$ cat src/rtl/gpio_rx_capture.sv
// gpio_rx_capture
//   Receive side of the GPIO pin interface. Each pin is brought into the
//   clk_i domain through a synchronizer chain. It is then debounced and
//   edge-detected. Enabled edges are recorded in sticky status bits, and
//   the OR of those bits drives a level interrupt.
//
// Ports
//   clk_i         block clock
//   rst_ni        asynchronous active-low reset
//   gpio_pin_i    raw pin values, asynchronous to clk_i
//   rise_en_i     per-pin enable for recording rising edges in status
//   fall_en_i     per-pin enable for recording falling edges in status
//   status_clr_i  per-pin write-1-to-clear strobe for status
//   gpio_level_o  debounced pin level
//   rise_o        one-cycle pulse per debounced 0->1 transition
//   fall_o        one-cycle pulse per debounced 1->0 transition
//   status_o      sticky enabled-edge status
//   irq_o         OR of status_o
module gpio_rx_capture #(
  parameter int WIDTH           = 8,
  parameter int SYNC_STAGES     = 2,
  parameter int DEBOUNCE_CYCLES = 4
) (
  input  logic             clk_i,
  input  logic             rst_ni,
  input  logic [WIDTH-1:0] gpio_pin_i,
  input  logic [WIDTH-1:0] rise_en_i,
  input  logic [WIDTH-1:0] fall_en_i,
  input  logic [WIDTH-1:0] status_clr_i,
  output logic [WIDTH-1:0] gpio_level_o,
  output logic [WIDTH-1:0] rise_o,
  output logic [WIDTH-1:0] fall_o,
  output logic [WIDTH-1:0] status_o,
  output logic             irq_o
);

  localparam int CNT_W = $clog2(DEBOUNCE_CYCLES + 1);
  localparam logic [CNT_W-1:0] CNT_MAX = CNT_W'(DEBOUNCE_CYCLES - 1);

  for (genvar gi = 0; gi < WIDTH; gi++) begin : g_pin
    logic [SYNC_STAGES-1:0] sync_reg;
    logic                   sync_bit;
    logic [CNT_W-1:0]       cnt_reg;
    logic [CNT_W-1:0]       cnt_next;
    logic                   level_reg;
    logic                   level_next;
    logic                   rise_reg;
    logic                   fall_reg;
    logic                   status_reg;
    logic                   status_set;

    // Plain shift chain: stage 0 samples the pin, the top stage is the
    // synchronized value.
    always_ff @(posedge clk_i or negedge rst_ni) begin
      if (!rst_ni) begin
        sync_reg <= '0;
      end else begin
        sync_reg <= {sync_reg[SYNC_STAGES-2:0], gpio_pin_i[gi]};
      end
    end

    assign sync_bit = sync_reg[SYNC_STAGES-1];

    // Debounce: count consecutive samples that differ from the filtered
    // level. Any sample matching the level restarts the count from zero.
    always_comb begin
      cnt_next   = '0;
      level_next = level_reg;
      if (sync_bit != level_reg) begin
        if (cnt_reg == CNT_MAX) begin
          level_next = sync_bit;
          cnt_next   = '0;
        end else begin
          cnt_next = cnt_reg + 1'b1;
        end
      end
    end

    // A set that arrives together with a clear wins. This way an edge that
    // lands during a clear is not lost.
    assign status_set = (rise_reg & rise_en_i[gi]) | (fall_reg & fall_en_i[gi]);

    always_ff @(posedge clk_i or negedge rst_ni) begin
      if (!rst_ni) begin
        cnt_reg    <= '0;
        level_reg  <= 1'b0;
        rise_reg   <= 1'b0;
        fall_reg   <= 1'b0;
        status_reg <= 1'b0;
      end else begin
        cnt_reg   <= cnt_next;
        level_reg <= level_next;
        // The pulses are registered together with the level. Each one is
        // therefore high in the first cycle the new level is visible.
        rise_reg  <= level_next & ~level_reg;
        fall_reg  <= ~level_next & level_reg;
        if (status_set) begin
          status_reg <= 1'b1;
        end else if (status_clr_i[gi]) begin
          status_reg <= 1'b0;
        end
      end
    end

    assign gpio_level_o[gi] = level_reg;
    assign rise_o[gi]       = rise_reg;
    assign fall_o[gi]       = fall_reg;
    assign status_o[gi]     = status_reg;
  end

  assign irq_o = |status_o;

endmodule

$ cat config.mk
export PLATFORM = sky130hd
export DESIGN_NAME = gpio_rx_capture
export DESIGN_NICKNAME = d
export VERILOG_FILES = /design/src/rtl/gpio_rx_capture.sv
export SDC_FILE = /design/constraint.sdc
export NUM_CORES = 1
export LEC_CHECK = 0
export ABC_AREA = 0
export CORE_AREA = 2 2 73 82
export CTS_BUF_LIST = sky130_fd_sc_hd__clkbuf_8
export DETAILED_ROUTE_END_ITERATION = 6
export DIE_AREA = 0 0 75 84
export PLACE_DENSITY = 0.8
export SKIP_CTS_REPAIR_TIMING = 1
export SYNTH_ARGS = -nofsm -noshare
export SYNTH_HDL_FRONTEND = slang
export SYNTH_SLANG_ARGS = --single-unit
$ cat constraint.sdc
create_clock -name clk_i -period 2.35 [get_ports clk_i]
set_input_delay 0.3525 -clock clk_i [delete_from_list [all_inputs] [get_ports clk_i]]
set_output_delay 0.3525 -clock clk_i [all_outputs]
set_load 0.1 [all_outputs]
==> metrics.txt <==
# TYPE chip_impl_metric gauge
chip_impl_info{name="status",value="complete, no violations"} 1
chip_impl_metric{name="max-vdd-ir-drop",unit="V"} 0.000841
chip_impl_metric{name="cts_num_sinks",unit=""} 72
chip_impl_info{name="startpoint_of_the_worst_slack_reg_to_reg_timing_path",value="g_pin[6].cnt_reg[0]"} 1
chip_impl_metric{name="multi_input_area",unit="sq um"} 817
chip_impl_metric{name="worst_slew_pin_tran",unit="ps"} 356
chip_impl_metric{name="placed_area",unit="sq mm"} 0.00334
chip_impl_metric{name="postSynthNetCount",unit=""} 245
chip_impl_metric{name="ctsHtreeMaxLevel",unit=""} 3
chip_impl_metric{name="netSwitchingPower",unit="mW"} 1.80
chip_impl_metric{name="drt_wl_total",unit="um"} 4420
chip_impl_metric{name="dieArea",unit="sq mm"} 0.00630
chip_impl_metric{name="n_fill_cell",unit=""} 429
chip_impl_info{name="grt_setup_unrepaired",value="no"} 1
chip_impl_info{name="layout_commonest_cell",value="dfrtp_1"} 1
chip_impl_metric{name="num_vias",unit=""} 1573
chip_impl_metric{name="place_congestion",unit=""} 0.715
chip_impl_metric{name="critPathMaxFanout",unit=""} 3
chip_impl_metric{name="synthCells",unit=""} 203
chip_impl_metric{name="max_freq",unit="MHz"} 602
chip_impl_metric{name="rrSetupSlack",unit="ps"} 1150
chip_impl_metric{name="antenna_cells_inserted",unit=""} 0
chip_impl_metric{name="clk_pin_slew",unit="ps"} 70
chip_impl_metric{name="p_sw_share",unit="%"} 39.7
chip_impl_metric{name="layout.nets",unit=""} 291
chip_impl_metric{name="arrival",unit="ps"} 1310
chip_impl_metric{name="grt_start_max_net_pins",unit=""} 73
chip_impl_metric{name="total_leakage_power",unit="nW"} 1.68
chip_impl_metric{name="synth_area_per_cell",unit="sq um"} 14.2
chip_impl_metric{name="report.final.setup_viol",unit=""} 0
chip_impl_metric{name="placement_rows",unit=""} 29
chip_impl_metric{name="p_comb_share",unit="%"} 37.3
chip_impl_metric{name="cp.required",unit="ps"} 2000
chip_impl_metric{name="final-max-slew-violation-count",unit=""} 0
chip_impl_metric{name="coreArea",unit="sq mm"} 0.00555
chip_impl_metric{name="seqPwrFrac",unit="%"} 36.4
chip_impl_metric{name="synth.yosys.seq_area_share",unit="%"} 62.4
chip_impl_metric{name="final_cell_area",unit="sq mm"} 0.00359
chip_impl_info{name="commonest_cells_after_routing_fill_and_taps_aside",value="72 x dfrtp_1, 33 x buf_4, 32 x clkdlybuf4s50_1"} 1
chip_impl_info{name="timing.setup.critical_path_class",value="reg -> out"} 1
chip_impl_metric{name="pwr_density_cell",unit="mW/mm^2"} 1260
chip_impl_metric{name="worst_hold_margin",unit="ps"} 35.7
chip_impl_info{name="hold_path.class",value="in -> async"} 1
chip_impl_info{name="startpoint_type",value="register"} 1
chip_impl_metric{name="avgRoutedWirePerCell",unit="um"} 13.3
chip_impl_metric{name="largest_register_ff_count",unit=""} 24
chip_impl_metric{name="io_pins",unit=""} 67
chip_impl_metric{name="layout_cell_share_with_drive_strength_beyond_1",unit="%"} 27.6
chip_impl_metric{name="area_of_all_sequential_standard_cells",unit="sq mm"} 0.00180
chip_impl_info{name="cts_tree",value="built"} 1
chip_impl_metric{name="yosys_warn_count",unit=""} 0
chip_impl_info{name="path_delay_family",value="flip-flops"} 1
chip_impl_info{name="cp-startpoint",value="g_pin[1].status_reg"} 1
chip_impl_metric{name="detail_route.vias_per_cell",unit=""} 4.75
chip_impl_metric{name="number_of_buffers_inserted_by_port_buffering",unit=""} 66
chip_impl_metric{name="fin_crit_sh",unit="%"} 70.7
chip_impl_metric{name="drc",unit=""} 0
chip_impl_metric{name="maxCapViolCount",unit=""} 0
chip_impl_metric{name="globalRouteOverflowTotal",unit=""} 0
chip_impl_metric{name="synthDistinctLibCells",unit=""} 20
chip_impl_metric{name="final.setup_skew",unit="ps"} 6.11
chip_impl_metric{name="power_report.internal_total",unit="mW"} 2.74
chip_impl_metric{name="drt_first_iter_violations",unit=""} 34
chip_impl_metric{name="antenna_left",unit=""} 0
chip_impl_metric{name="clk-insertion-delay-late",unit="ps"} 330
chip_impl_metric{name="number_of_global_route_vias_before_repair",unit=""} 1636
chip_impl_metric{name="ys_ff_latch",unit=""} 72
chip_impl_info{name="yosys-top-cells-area",value="dfrtp_1 62%, buf_4 8.3%, nor3b_1 5.2%"} 1
chip_impl_metric{name="tritoncts.num_buffers",unit=""} 9
chip_impl_info{name="yosysTopAreaCell",value="dfrtp_1"} 1
chip_impl_metric{name="dpl.hpwl",unit="um"} 3160
chip_impl_metric{name="cp_num_buf_inv",unit=""} 1
chip_impl_metric{name="wire_length_of_the_first_global_routing_pass",unit="um"} 7470
chip_impl_metric{name="timing.reg2reg.worst_path_depth",unit=""} 3
chip_impl_metric{name="area.growth.synth_to_final",unit="%"} 24.3
chip_impl_info{name="critical-path-slowest-cell",value="dfrtp_1"} 1
chip_impl_metric{name="crit_cells",unit=""} 3
chip_impl_metric{name="worst_slew_margin_rel",unit="%"} 76.1
chip_impl_info{name="rr_endpoint",value="g_pin[6].level_reg"} 1
chip_impl_metric{name="setup_tns",unit="ps"} 0
chip_impl_metric{name="initial_utilization",unit="%"} 52.0
chip_impl_metric{name="critPathMaxStageDelay",unit="ps"} 390
chip_impl_metric{name="share_of_the_synthesized_area_in_the_top_cell_type",unit="%"} 62.4
chip_impl_metric{name="detailedRoute.firstPassIterationCount",unit=""} 3
chip_impl_metric{name="mappedNetlistArea",unit="sq mm"} 0.00289
chip_impl_metric{name="report.final.hold_viol_count",unit=""} 0
chip_impl_metric{name="global_route.usage.total",unit="%"} 16.0
chip_impl_metric{name="cts_buffer_depth",unit=""} 2
chip_impl_metric{name="floorplan.die.height",unit="um"} 84
chip_impl_info{name="clock-root-buffer",value="clkbuf_8"} 1
chip_impl_info{name="timing.critical_path.to_type",value="output pin"} 1
chip_impl_metric{name="die-width",unit="um"} 75
chip_impl_metric{name="share_clk_of_total_power",unit="%"} 26.3
chip_impl_metric{name="final.min_clock_period",unit="ps"} 1660
chip_impl_metric{name="grt_antenna_before_repair",unit=""} 0
chip_impl_info{name="cells_along_the_critical_path",value="nor4_1 > nand2_1 > buf_4"} 1
==> metal layers <==
layer	vias to the layer above	GRT usage (%)	share of wire (%)
met4	0	9.25	2.0
met5	-	0	0
li1	756	-	-
met2	44	24.0	49
met3	8	4.47	6.1
met1	765	20.6	43
==> worst max-delay path by stage <==
stage                        to
after floorplan           irq_o
after global placement    irq_o
after detailed placement  irq_o
after CTS                 irq_o
after global routing      irq_o
final                     irq_o
==> cell families (layout without fill, tap and decap cells) <==
| family | Yosys count | in the layout | synth area share (%) |
|---|---|---|---|
| DFF | 72 | 72 | 62.4 |
| and+or+nand+nor | 51 | 51 | 15.5 |
| buffers and inverters | 40 | 91 | 9.35 |
| AOI/OAI and AO/OA | 16 | 16 | 3.46 |
| adders and majority gates | 8 | 8 | 3.46 |
| xor gates and xnor gates | 8 | 8 | 2.43 |
| muxes | 8 | 8 | 3.38 |
==> stage by stage <==
stage	instances	util [%]	setup slack, ps	total power [mW]
3_3_place_gp	315	60.1	1010	3.34
4_1_cts	331	64.7	663	4.59
3_5_place_dp	315	60.1	1030	3.38
2_1_floorplan	203	-	791	3.14
6_report	331	64.7	689	4.54
5_1_grt	331	64.7	593	4.76
==> power groups by stage <==
stage | logic [mW] | registers [mW] | clock network (mW)
6_report | 1.69 | 1.65 | 1.19
5_1_grt | 1.79 | 1.69 | 1.28
4_1_cts | 1.71 | 1.66 | 1.22
3_5_place_dp | 1.71 | 1.68 | 0
3_3_place_gp | 1.68 | 1.66 | 0
2_1_floorplan | 1.51 | 1.63 | 0
==> cell usage after synthesis <==
library cell and instances:
mux2_4 2, nand2b_4 5, inv_1 8, nor4_1 2
nor3b_1 20, o21ai_0 8, dfrtp_1 72, and3b_1 9
a22oi_1 8, nor3_1 1, buf_4 32, nor2b_4 3
nand2_1 1, nor3b_2 3, nor2b_1 5, ha_1 8
nor3_2 2, xnor2_1 8, mux2_1 2, mux2_2 4
==> final cells by class <==
cell class	instances	area share, %
Clock buffer	11	4.21
Timing Repair Buffer	67	16.5
Inverter	8	0.836
Sequential cell	72	50.2
Clock inverter	5	2.86
Tap cell	77	2.68
Multi-Input combinational cell	91	22.7
(Power assumes the default switching activity.)
